===== config.mk =====
export PLATFORM = sky130hd
export DESIGN_NAME = mem_arbiter
export DESIGN_NICKNAME = d
export VERILOG_FILES = /design/src/rtl/mem_pkg.sv /design/src/rtl/arb_pick2.sv /design/src/rtl/mem_arbiter.sv
export SDC_FILE = /design/constraint.sdc
export NUM_CORES = 1
export LEC_CHECK = 0
export ABC_CLOCK_PERIOD_IN_PS = 2050
export CAP_MARGIN = 0
export CELL_PAD_IN_SITES_DETAIL_PLACEMENT = 0
export CELL_PAD_IN_SITES_GLOBAL_PLACEMENT = 1
export CORE_AREA = 2 2 131 133
export DETAILED_ROUTE_END_ITERATION = 8
export DIE_AREA = 0 0 133 135
export PLACE_DENSITY_LB_ADDON = 0.1
export SYNTH_ARGS = -nofsm -noshare
export SYNTH_HDL_FRONTEND = slang
export SYNTH_SLANG_ARGS = --single-unit

===== constraint.sdc =====
create_clock -name clk_i -period 2.05 [get_ports clk_i]
set_clock_uncertainty 0.1 [all_clocks]
set_input_delay 0.41 -clock clk_i [delete_from_list [all_inputs] [get_ports clk_i]]
set_output_delay 0.41 -clock clk_i [all_outputs]
set_load 0.005 [all_outputs]

===== src/rtl/mem_pkg.sv =====
// mem_pkg: shared widths, FSM state encoding and request field layout for mem_arbiter.
package mem_pkg;
   localparam int LW_DEF = 3;
   localparam int MW = 4;
   localparam int AW = 32;
   localparam int DW = 32;
   typedef enum logic [1:0] {IDLE = 2'd0, REQ = 2'd1, DATA = 2'd2} state_t;
   typedef struct packed {
      logic [MW-1:0] mask;
      logic [AW-1:0] addr;
      logic          we;
      logic          wrap;
   } req_t;
endpackage


===== src/rtl/arb_pick2.sv =====
// arb_pick2: combinational two-way picker; a tie goes to m0, or to the master
// not granted last when round-robin is enabled.
module arb_pick2 (
   input  logic [1:0] i_valid,
   input  logic       i_last,
   input  logic       i_rr_en,
   output logic       o_win
);
   assign o_win = (&i_valid) ? (i_rr_en & ~i_last) : i_valid[1];
endmodule


===== src/rtl/mem_arbiter.sv =====
// mem_arbiter: two-master burst arbiter in front of the shared memory request port.
// Define ARB_RR_EN for round-robin tie breaking; default is fixed priority (m0 wins).
module mem_arbiter
   import mem_pkg::*;
#(
   parameter int LW = LW_DEF
) (
   input  logic          clk_i,
   input  logic          rst_i,
   input  logic          m0_req_valid,
   output logic          m0_req_ready,
   input  logic [LW-1:0] m0_req_len,
   input  logic [MW-1:0] m0_req_mask,
   input  logic [AW-1:0] m0_req_addr,
   input  logic          m0_req_we,
   input  logic          m0_req_wrap,
   input  logic          m0_write_valid,
   input  logic [DW-1:0] m0_write_data,
   output logic          m0_read_valid,
   output logic [DW-1:0] m0_read_data,
   input  logic          m0_read_ack,
   input  logic          m1_req_valid,
   output logic          m1_req_ready,
   input  logic [LW-1:0] m1_req_len,
   input  logic [MW-1:0] m1_req_mask,
   input  logic [AW-1:0] m1_req_addr,
   input  logic          m1_req_we,
   input  logic          m1_req_wrap,
   input  logic          m1_write_valid,
   input  logic [DW-1:0] m1_write_data,
   output logic          m1_read_valid,
   output logic [DW-1:0] m1_read_data,
   input  logic          m1_read_ack,
   output logic          s_req_valid,
   input  logic          s_req_ready,
   output logic [LW-1:0] s_req_len,
   output logic [MW-1:0] s_req_mask,
   output logic [AW-1:0] s_req_addr,
   output logic          s_req_we,
   output logic          s_req_wrap,
   output logic          s_write_valid,
   output logic [DW-1:0] s_write_data,
   input  logic          s_read_valid,
   input  logic [DW-1:0] s_read_data,
   output logic          s_read_ack,
   output logic          owner
);
   state_t        r_state, w_state_nxt;
   logic          r_owner, r_we;
   logic [LW-1:0] r_beats;
   logic          w_any, w_win, w_last, w_rr_en, w_acc, w_beat, w_rd, w_wr;
   logic          w_valid, w_wv, w_ack;
   logic [LW-1:0] w_len;
   logic [DW-1:0] w_wd;
   req_t          w_req;

   assign w_any = m0_req_valid | m1_req_valid;

   arb_pick2 u_pick (
      .i_valid({m1_req_valid, m0_req_valid}),
      .i_last (w_last),
      .i_rr_en(w_rr_en),
      .o_win  (w_win)
   );

`ifdef ARB_RR_EN
   logic r_last;
   always_ff @(posedge clk_i)
      if (rst_i) r_last <= 1'b1;
      else if (r_state == IDLE && w_any) r_last <= w_win;
   assign w_rr_en = 1'b1;
   assign w_last  = r_last;
`else
   assign w_rr_en = 1'b0;
   assign w_last  = 1'b1;
`endif

   // Owner-side mux of every master field; all forwarding is combinational.
   assign w_req   = r_owner ? req_t'({m1_req_mask, m1_req_addr, m1_req_we, m1_req_wrap})
                            : req_t'({m0_req_mask, m0_req_addr, m0_req_we, m0_req_wrap});
   assign w_len   = r_owner ? m1_req_len     : m0_req_len;
   assign w_valid = r_owner ? m1_req_valid   : m0_req_valid;
   assign w_wv    = r_owner ? m1_write_valid : m0_write_valid;
   assign w_wd    = r_owner ? m1_write_data  : m0_write_data;
   assign w_ack   = r_owner ? m1_read_ack    : m0_read_ack;

   assign w_rd = (r_state == DATA) & ~r_we;
   assign w_wr = (r_state == DATA) & r_we;

   assign s_req_valid   = (r_state == REQ) & w_valid;
   assign s_req_len     = w_len;
   assign s_req_mask    = w_req.mask;
   assign s_req_addr    = w_req.addr;
   assign s_req_we      = w_req.we;
   assign s_req_wrap    = w_req.wrap;
   assign s_write_valid = w_wr & w_wv;
   assign s_write_data  = w_wd;
   assign s_read_ack    = w_rd & w_ack;
   assign m0_req_ready  = (r_state == REQ) & ~r_owner & s_req_ready;
   assign m1_req_ready  = (r_state == REQ) & r_owner & s_req_ready;
   assign m0_read_valid = w_rd & ~r_owner & s_read_valid;
   assign m1_read_valid = w_rd & r_owner & s_read_valid;
   assign m0_read_data  = s_read_data;
   assign m1_read_data  = s_read_data;
   assign owner         = r_owner;

   assign w_acc  = s_req_valid & s_req_ready;
   assign w_beat = r_we ? w_wv : (s_read_valid & w_ack);

   always_comb begin
      w_state_nxt = r_state;
      w_state_nxt = (r_state == IDLE && w_any)                         ? REQ  :
                    (r_state == REQ && w_acc)                          ? DATA :
                    (r_state == DATA && w_beat && r_beats == LW'(1))   ? IDLE : r_state;
   end

   always_ff @(posedge clk_i) begin
      if (rst_i) begin
         r_state <= IDLE;
         r_owner <= 1'b0;
         r_we    <= 1'b0;
         r_beats <= '0;
      end else begin
         r_state <= w_state_nxt;
         if (r_state == IDLE && w_any) r_owner <= w_win;
         if (w_acc) begin
            r_beats <= (w_len == '0) ? LW'(1) : w_len;
            r_we    <= w_req.we;
         end else if (r_state == DATA && w_beat) begin
            r_beats <= r_beats - LW'(1);
         end
      end
   end
endmodule


==> Flow_metrics.wiki <==
{| class="wikitable"
! Metric !! Value
|-
| Run status || complete, but fails checks
|-
| Violated checks || setup timing
|-
| Sequential-to-total area share from yosys stat || roughly 7.6%
|-
| Post-route antenna net violation count || 0
|-
| Required arrival time at the worst endpoint || about 1.5 ns
|-
| Clk Latency, worst-skew pair || 0.23 ns
|-
| Global-route wire length before repair || 15.1 mm
|-
| Leakage || between 1.5 and 2 nW
|-
| Flop and latch count out of synthesis || 7
|-
| Die Y || approximately 140 um
|-
| Synth unique cells || 36
|-
| Critical path start-end classification || flop to output port
|-
| Post-CTS clock slew at the launch and capture registers of the worst setup and hold paths || around 0.040 ns
|-
| Placed Cells incl. Taps || ~600
|-
| Num CTS Buffers || 3
|-
| Row cnt || 47
|-
| Routed vias/inst || approximately 3.4
|-
| Count of pins over their slew limit || 0
|-
| First drt pass iteration count || 4
|-
| Fill cell count || between 1.5k and 2k
|-
| Synth area leaders || sky130_fd_sc_hd__mux2_2 45%, sky130_fd_sc_hd__buf_4 26%, sky130_fd_sc_hd__dfxtp_1 7.6%, sky130_fd_sc_hd__buf_2 2.2%, sky130_fd_sc_hd__nor2_1 1.6%
|-
| Power density over cell area || about 330 nW/um^2
|-
| Hold violation total from the final report || 0
|-
| Number of global-route vias before repair || roughly 2.3k
|-
| Max FO, Critical Path || 9
|-
| Crit path capture type || output port
|-
| Portion of synthesized cell area occupied by the leading cell type || a little under half
|-
| Number of instances in the synthesized netlist || 200
|-
| Max Root-Sink Buffers || 2
|-
| Hold crit path type || flop to flop
|-
| Netlist Area Pre-Place || about 1800 sq um
|-
| Worst endpoint data arrival time || 1.56 ns
|-
| DP Worst Slack || -0.286 ns
|-
| VDD IR-drop max || 183 uV
|-
| Setup repair after global routing missed its margin || yes
|-
| Placed wire-length estimate after detailed placement || 9.48 mm
|-
| CP cell instances || buf_4 -> clkbuf_16 -> mux2_2 -> dlygate4sd2_1
|-
| Hold_ws || 0.409 ns
|-
| Slew headroom || a little under 80%
|-
| DR vias || 2147
|-
| Total Nets Final || roughly 600
|-
| Leading cell type in the layout, fill and taps excluded || sky130_fd_sc_hd__clkdlybuf4s50_1
|-
| Share of layout cells above drive strength 1 || about 40%
|-
| Wire per inst || about 18 um
|-
| Fraction of the core area covered by cells at the end of the flow || a little over a quarter
|-
| Peak per-stage delay on the critical path || roughly 0.41 ns
|-
| Buffers on Ports || 236
|-
| Multi-input logic area || 1200 sq um
|-
| DRC violation count after routing || 0
|-
| Most used cells in the layout excluding fill and tap cells || 156 x sky130_fd_sc_hd__clkdlybuf4s50_1, 68 x sky130_fd_sc_hd__mux2_2, 25 x sky130_fd_sc_hd__buf_4, 24 x sky130_fd_sc_hd__dlygate4sd2_1, 16 x sky130_fd_sc_hd__buf_2
|-
| Worst-margin pin slew || 0.335 ns
|-
| Crit share post-route || 101%
|-
| Reported max-cap violation count || 0
|-
| Final critical path time including I/O delays and setup || around 2.1 ns
|-
| Initial Util || between 10% and 20%
|-
| Post-Syn Area per Cell || about 9.2 sq um
|-
| Global placement routability congestion || ~0.7
|-
| Sequential Area || ~140 sq um
|-
| Yosys synthesis warning count || 0
|-
| Syn_nets || 390
|-
| Area of the core || between 15000 and 20000 sq um
|-
| Cell accounting for the most synthesized area || sky130_fd_sc_hd__mux2_2
|-
| Post-route total power || between 1 and 1.5 mW
|-
| Number of antenna violations at the first check in global routing || 1
|-
| Maximum number of pins on one net before global-route repair || 19
|-
| Boundary Pins || 333
|-
| Maximum level of the CTS H-tree || 1
|-
| Peak Freq || 0.483 GHz
|-
| Setup slack after layout || -0.0185 ns
|-
| Kind of launch point of the worst setup path || flop
|-
| Non-Filler Instances || roughly 630
|-
| Area enclosed by the die boundary || approximately 18000 sq um
|-
| Clock tree from TritonCTS || built
|-
| Setup violations, final || 10
|-
| Total routed wirelength || 11.3 mm
|-
| Combined global-route utilization of all metal layers || 11.5%
|-
| Slowest CP cell || sky130_fd_sc_hd__dfxtp_4
|-
| First-iteration detailed-routing DRC count || 44
|-
| Hold-fix buffers at CTS || 0
|-
| Inserted Diodes || 0
|-
| Area growth syn-to-layout || 143%
|-
| Overflow left after global routing || 0
|-
| Clock tree root driver cell || sky130_fd_sc_hd__clkbuf_16
|-
| Die width || about 130 um
|-
| CTS sink count || 7
|}
metal layers:
metal / part of all wire, % / global-route usage [%] / wire length, um
met5: 0 / 0 / 0
met4: 2.6 / 3.88 / 299
met3: 6.3 / 1.91 / 715
met2: 55 / 22.2 / 6210
met1: 36 / 12.7 / 4080
cell usage after synthesis (all sizes together):
cell and instances:
dfxtp 7, nand2b 1, inv 4, nand4b 1, o211ai 1, or2 1
a21oi 2, buf 74, and2 2, and2b 1, xnor2 1, and4bb 1
or3b 1, nor3b 1, a211oi 3, nand3b 1, o21ai 2, nor2 8
clkbuf 1, or3 1, and3b 1, nand2 1, mux2 75, o21a 1
ha 2, a311oi 1, a32oi 1, nor3 1, mux2i 2, and3 1
critical path, delay by kind of cell, from the launching register on:
| family | cells | cell delay (ns) |
|---|---|---|
| buf+inv | 3 | 0.59 |
| flops | 1 | 0.41 |
| mux | 1 | 0.33 |
kinds of logic (layout without fill, tap and decap cells):
| family | count (synthesis) | count (layout) | synth area share [%] |
|---|---|---|---|
| buf+inv | 79 | 287 | 30.2 |
| mux | 77 | 77 | 47.4 |
| fa+ha+maj | 2 | 2 | 1.36 |
| xor+xnor | 1 | 1 | 0.478 |
| simple gates | 23 | 23 | 7.51 |
| flops | 7 | 7 | 7.64 |
| compound gates | 11 | 11 | 5.39 |
power by group:
| group | total [mW] | internal (mW) | switching [mW] |
|---|---|---|---|
| registers | 0.158 | 0.146 | 0.0120 |
| logic | 0.972 | 0.684 | 0.287 |
| clock network | 0.334 | 0.259 | 0.0751 |
path summary, 6_finish.rpt:
| path | cells after the start | start | to | slack [ns] |
|---|---|---|---|---|
| setup / recovery | 4 | owner | s_req_mask[1] | -0.02 |
| hold / removal | 2 | r_beats[2] | r_beats[2] | 0.41 |
| setup reg to reg | 8 | owner | r_beats[2] | 0.03 |
| hold reg to reg | 2 | r_beats[2] | r_beats[2] | 0.41 |
cell type report:
cell class / count / area share, %
multi-input combinational: 114 / 26.9
timing repair buffer: 279 / 61.6
clock buffer: 4 / 1.77
inverter: 4 / 0.337
sequential: 7 / 3.22
tap: 220 / 6.17
repair_timing:
| action | in CTS | in global routing |
|---|---|---|
| pin swaps | 2 | 5 |
| hold endpoints to repair | 0 | 0 |
| endpoints found under the setup margin | 80 | 43 |
| setup buffers | 14 | 8 |
| cloned | 4 | 1 |
| gates resized for setup | 162 | 47 |
stage by stage:
step / TNS [ns] / instance area (sq um)
3_5_place_dp: -2.05 / 4110
5_1_grt: -0.790 / 4460
6_report: -0.100 / 4460
3_3_place_gp: -1.95 / 4110
4_1_cts: -1.85 / 4410
2_1_floorplan: 0 / 1830
registers in the layout, summed over array words and instances, names as in the netlist:
signal,cells
owner,1
r_beats,3
r_state,2
r_we,1
Note: power is estimated with default switching activity, not from simulation.
==> variant (same settings) <==
Change the package constant `LW_DEF` from 3 to 6.
--- a/src/rtl/mem_pkg.sv
+++ b/src/rtl/mem_pkg.sv
@@ -1,5 +1,5 @@
 // mem_pkg: shared widths, FSM state encoding and request field layout for mem_arbiter.
 package mem_pkg;
-   localparam int LW_DEF = 3;
+   localparam int LW_DEF = 6;
    localparam int MW = 4;
    localparam int AW = 32;
Ports: changed (resized m0_req_len, m1_req_len and s_req_len); port bits go from 333 to 342. The function was not compared with the original's and may differ.
==> variant against the original RTL <==
  * The run still ends with setup timing left
  * Sequential cell count rose by 3
  * Highest routed layer unchanged
  * Setup slack worse by 0.045 ns
  * Synthesized area rose by 11%
  * Non-clock buffer count increased by 25
  * Critical endpoint is now s_read_ack
  * Critical path depth is 2 higher
  * Cell area grew 10%
  * Total power rose by 15%
  * Routed wire length increased by 16%
==> variant: results (changes against the original RTL) <==
| Metric | Value |
|---|---|
| Final RePlAce weighted congestion | 0.746 (was 0.702) |
| Max cap viols | 0 (unchanged) |
| Global Route met1 Usage | 15.9% (was 12.7%) |
| Iteration-0 DRC Markers | 44 (unchanged) |
| Yosys cell types | 36 (unchanged) |
| Initial antenna violation count | 0 (was 1) |
| Vias in the first global route | 2550 (was 2280) |
| Ant. Diodes | 0 (unchanged) |
| Worst-path maximum fanout | 6 (was 9) |
| Worst hold path type | reg -> reg (unchanged) |
| Regs by FF count | r_beats: 6 flops, r_state: 2 flops (was r_beats: 3 flops, r_state: 2 flops) |
| Dpl hpwl | 10400 µm (was 9480 µm) |
| Clock buffer depth | 2 (unchanged) |
| Worst-Margin Slew | 0.524 ns (was 0.335 ns) |
| DRT Pass-1 Iters | 4 (unchanged) |
| First-pass GRT wire length | 17900 µm (was 15100 µm) |
| Min Hold Slack | 0.382 ns (was 0.409 ns) |
| Failing checks | setup timing (unchanged) |
| Delay-heaviest family, CP | buffers and inverters (unchanged) |
| GR Util All Layers | 13.5% (was 11.5%) |
| Port bufs | 245 (was 236) |
| Ratio of cells with drive above 1 in the final layout | 43.2% (was 40.0%) |
| Pleak | 0.00204 µW (was 0.00188 µW) |
| Status | complete, but fails checks (unchanged) |
| Crit path DAT | 1.60 ns (was 1.56 ns) |
| Prevailing post-synth register cell | dfxtp_1 (unchanged) |
| Synth area leaders | mux2_2, buf_4, dfxtp_1, buf_2, a32oi_1 (was mux2_2, buf_4, dfxtp_1, buf_2, nor2_1) |
| Largest net degree at the start of global routing | 23 (was 19) |
| Skew-Pair Late Insertion Delay | 0.24 ns |
| Final Setup Violations | 6 (was 10) |
| Final setup margin | -0.0638 ns (was -0.0185 ns) |
| Reg-to-reg slack, setup | 0.01 ns (was 0.03 ns) |
| Met2 usage | 23.6% (was 22.2%) |
| Vias | 2523 (was 2147) |
| Num CTS Buffers | 3 (unchanged) |
| Register area share after synthesis | 9.85% (was 7.65%) |
| Wire length per cell | 19.3 µm (was 18.0 µm) |
| Synth cell count leaders | mux2_2, buf_4, dfxtp_1, nor2_1, buf_2 (was mux2_2, buf_4, buf_2, nor2_1, dfxtp_1) |
| GRT met3 Usage | 4.69% (was 1.91%) |
| Syn Nets | 421 (was 390) |
| Layout Nets | 655 (was 599) |
| Clock transition at path regs | 0.04 ns (about the same) |
| Slowest stage cell, crit path | dfxtp_4 (unchanged) |
| Max stage delay on crit path | 0.43 ns (was 0.41 ns) |
| VDD IR max | 0.279 mV (was 0.183 mV) |
| CTS H-Tree Depth | 1 (unchanged) |
variant: cell families (layout without fill, tap and decap cells):
| group | Yosys count | after routing | synth area share [%] |
|---|---|---|---|
| adders and majority gates | 2 | 2 | 1.23 |
| buffers and inverters | 80 | 313 | 27.5 |
| AOI/OAI and AO/OA | 23 | 23 | 9.11 |
| DFF | 10 | 10 | 9.85 |
| and+or+nand+nor | 31 | 31 | 8.43 |
| muxes | 79 | 79 | 43.9 |
variant: through the flow:
stage                     cells  cell area, µm²  TNS [ns]  setup WS, ns  power (µW)
after floorplan             225            2030         0         0.273         617
after global placement      638            4420     -2.53        -0.244        1240
after detailed placement    638            4420     -2.66        -0.242        1240
after CTS                   674            4830     -1.46        -0.131        1680
after global routing        678            4910    -0.878        -0.118        1770
final                       678            4910    -0.141       -0.0638        1680
variant: power by group:
| part | internal, µW | switching [µW] | total [µW] |
|---|---|---|---|
| sequential | 206 | 15.8 | 222 |
| combinational | 757 | 344 | 1100 |
| clock | 261 | 94.8 | 356 |
variant: repair_timing:
action                                  in CTS  in global routing
pin swaps                                    5                  6
gates resized for setup                    224                 62
hold buffers                                 0                  0
endpoints found under the setup margin      83                 64
cloned                                       5                  0
buffers inserted                            27                  7
variant: area by class of cell:
type,instances,area (µm²)
fillers,1767,11500
multi-input cells,135,1390
flip-flops and latches,10,204
repair buffers,304,2940
clock buffers,4,78.8
inverters,5,18.8
well taps,220,275
variant: path summary, 6_finish.rpt:
check,startpoint,end,depth (start not counted)
worst max-delay path,owner,s_read_ack,6
worst min-delay path,r_beats[1],r_beats[1],2
worst max register to register,owner,r_beats[2],8
worst min register to register,r_beats[1],r_beats[1],2
variant: routing by layer:
metal / vias up / wire length [µm]
met2: 129 / 6590
met1: 1159 / 5110
met5: - / 0
li1: 1206 / -
met4: 0 / 229
met3: 29 / 1180
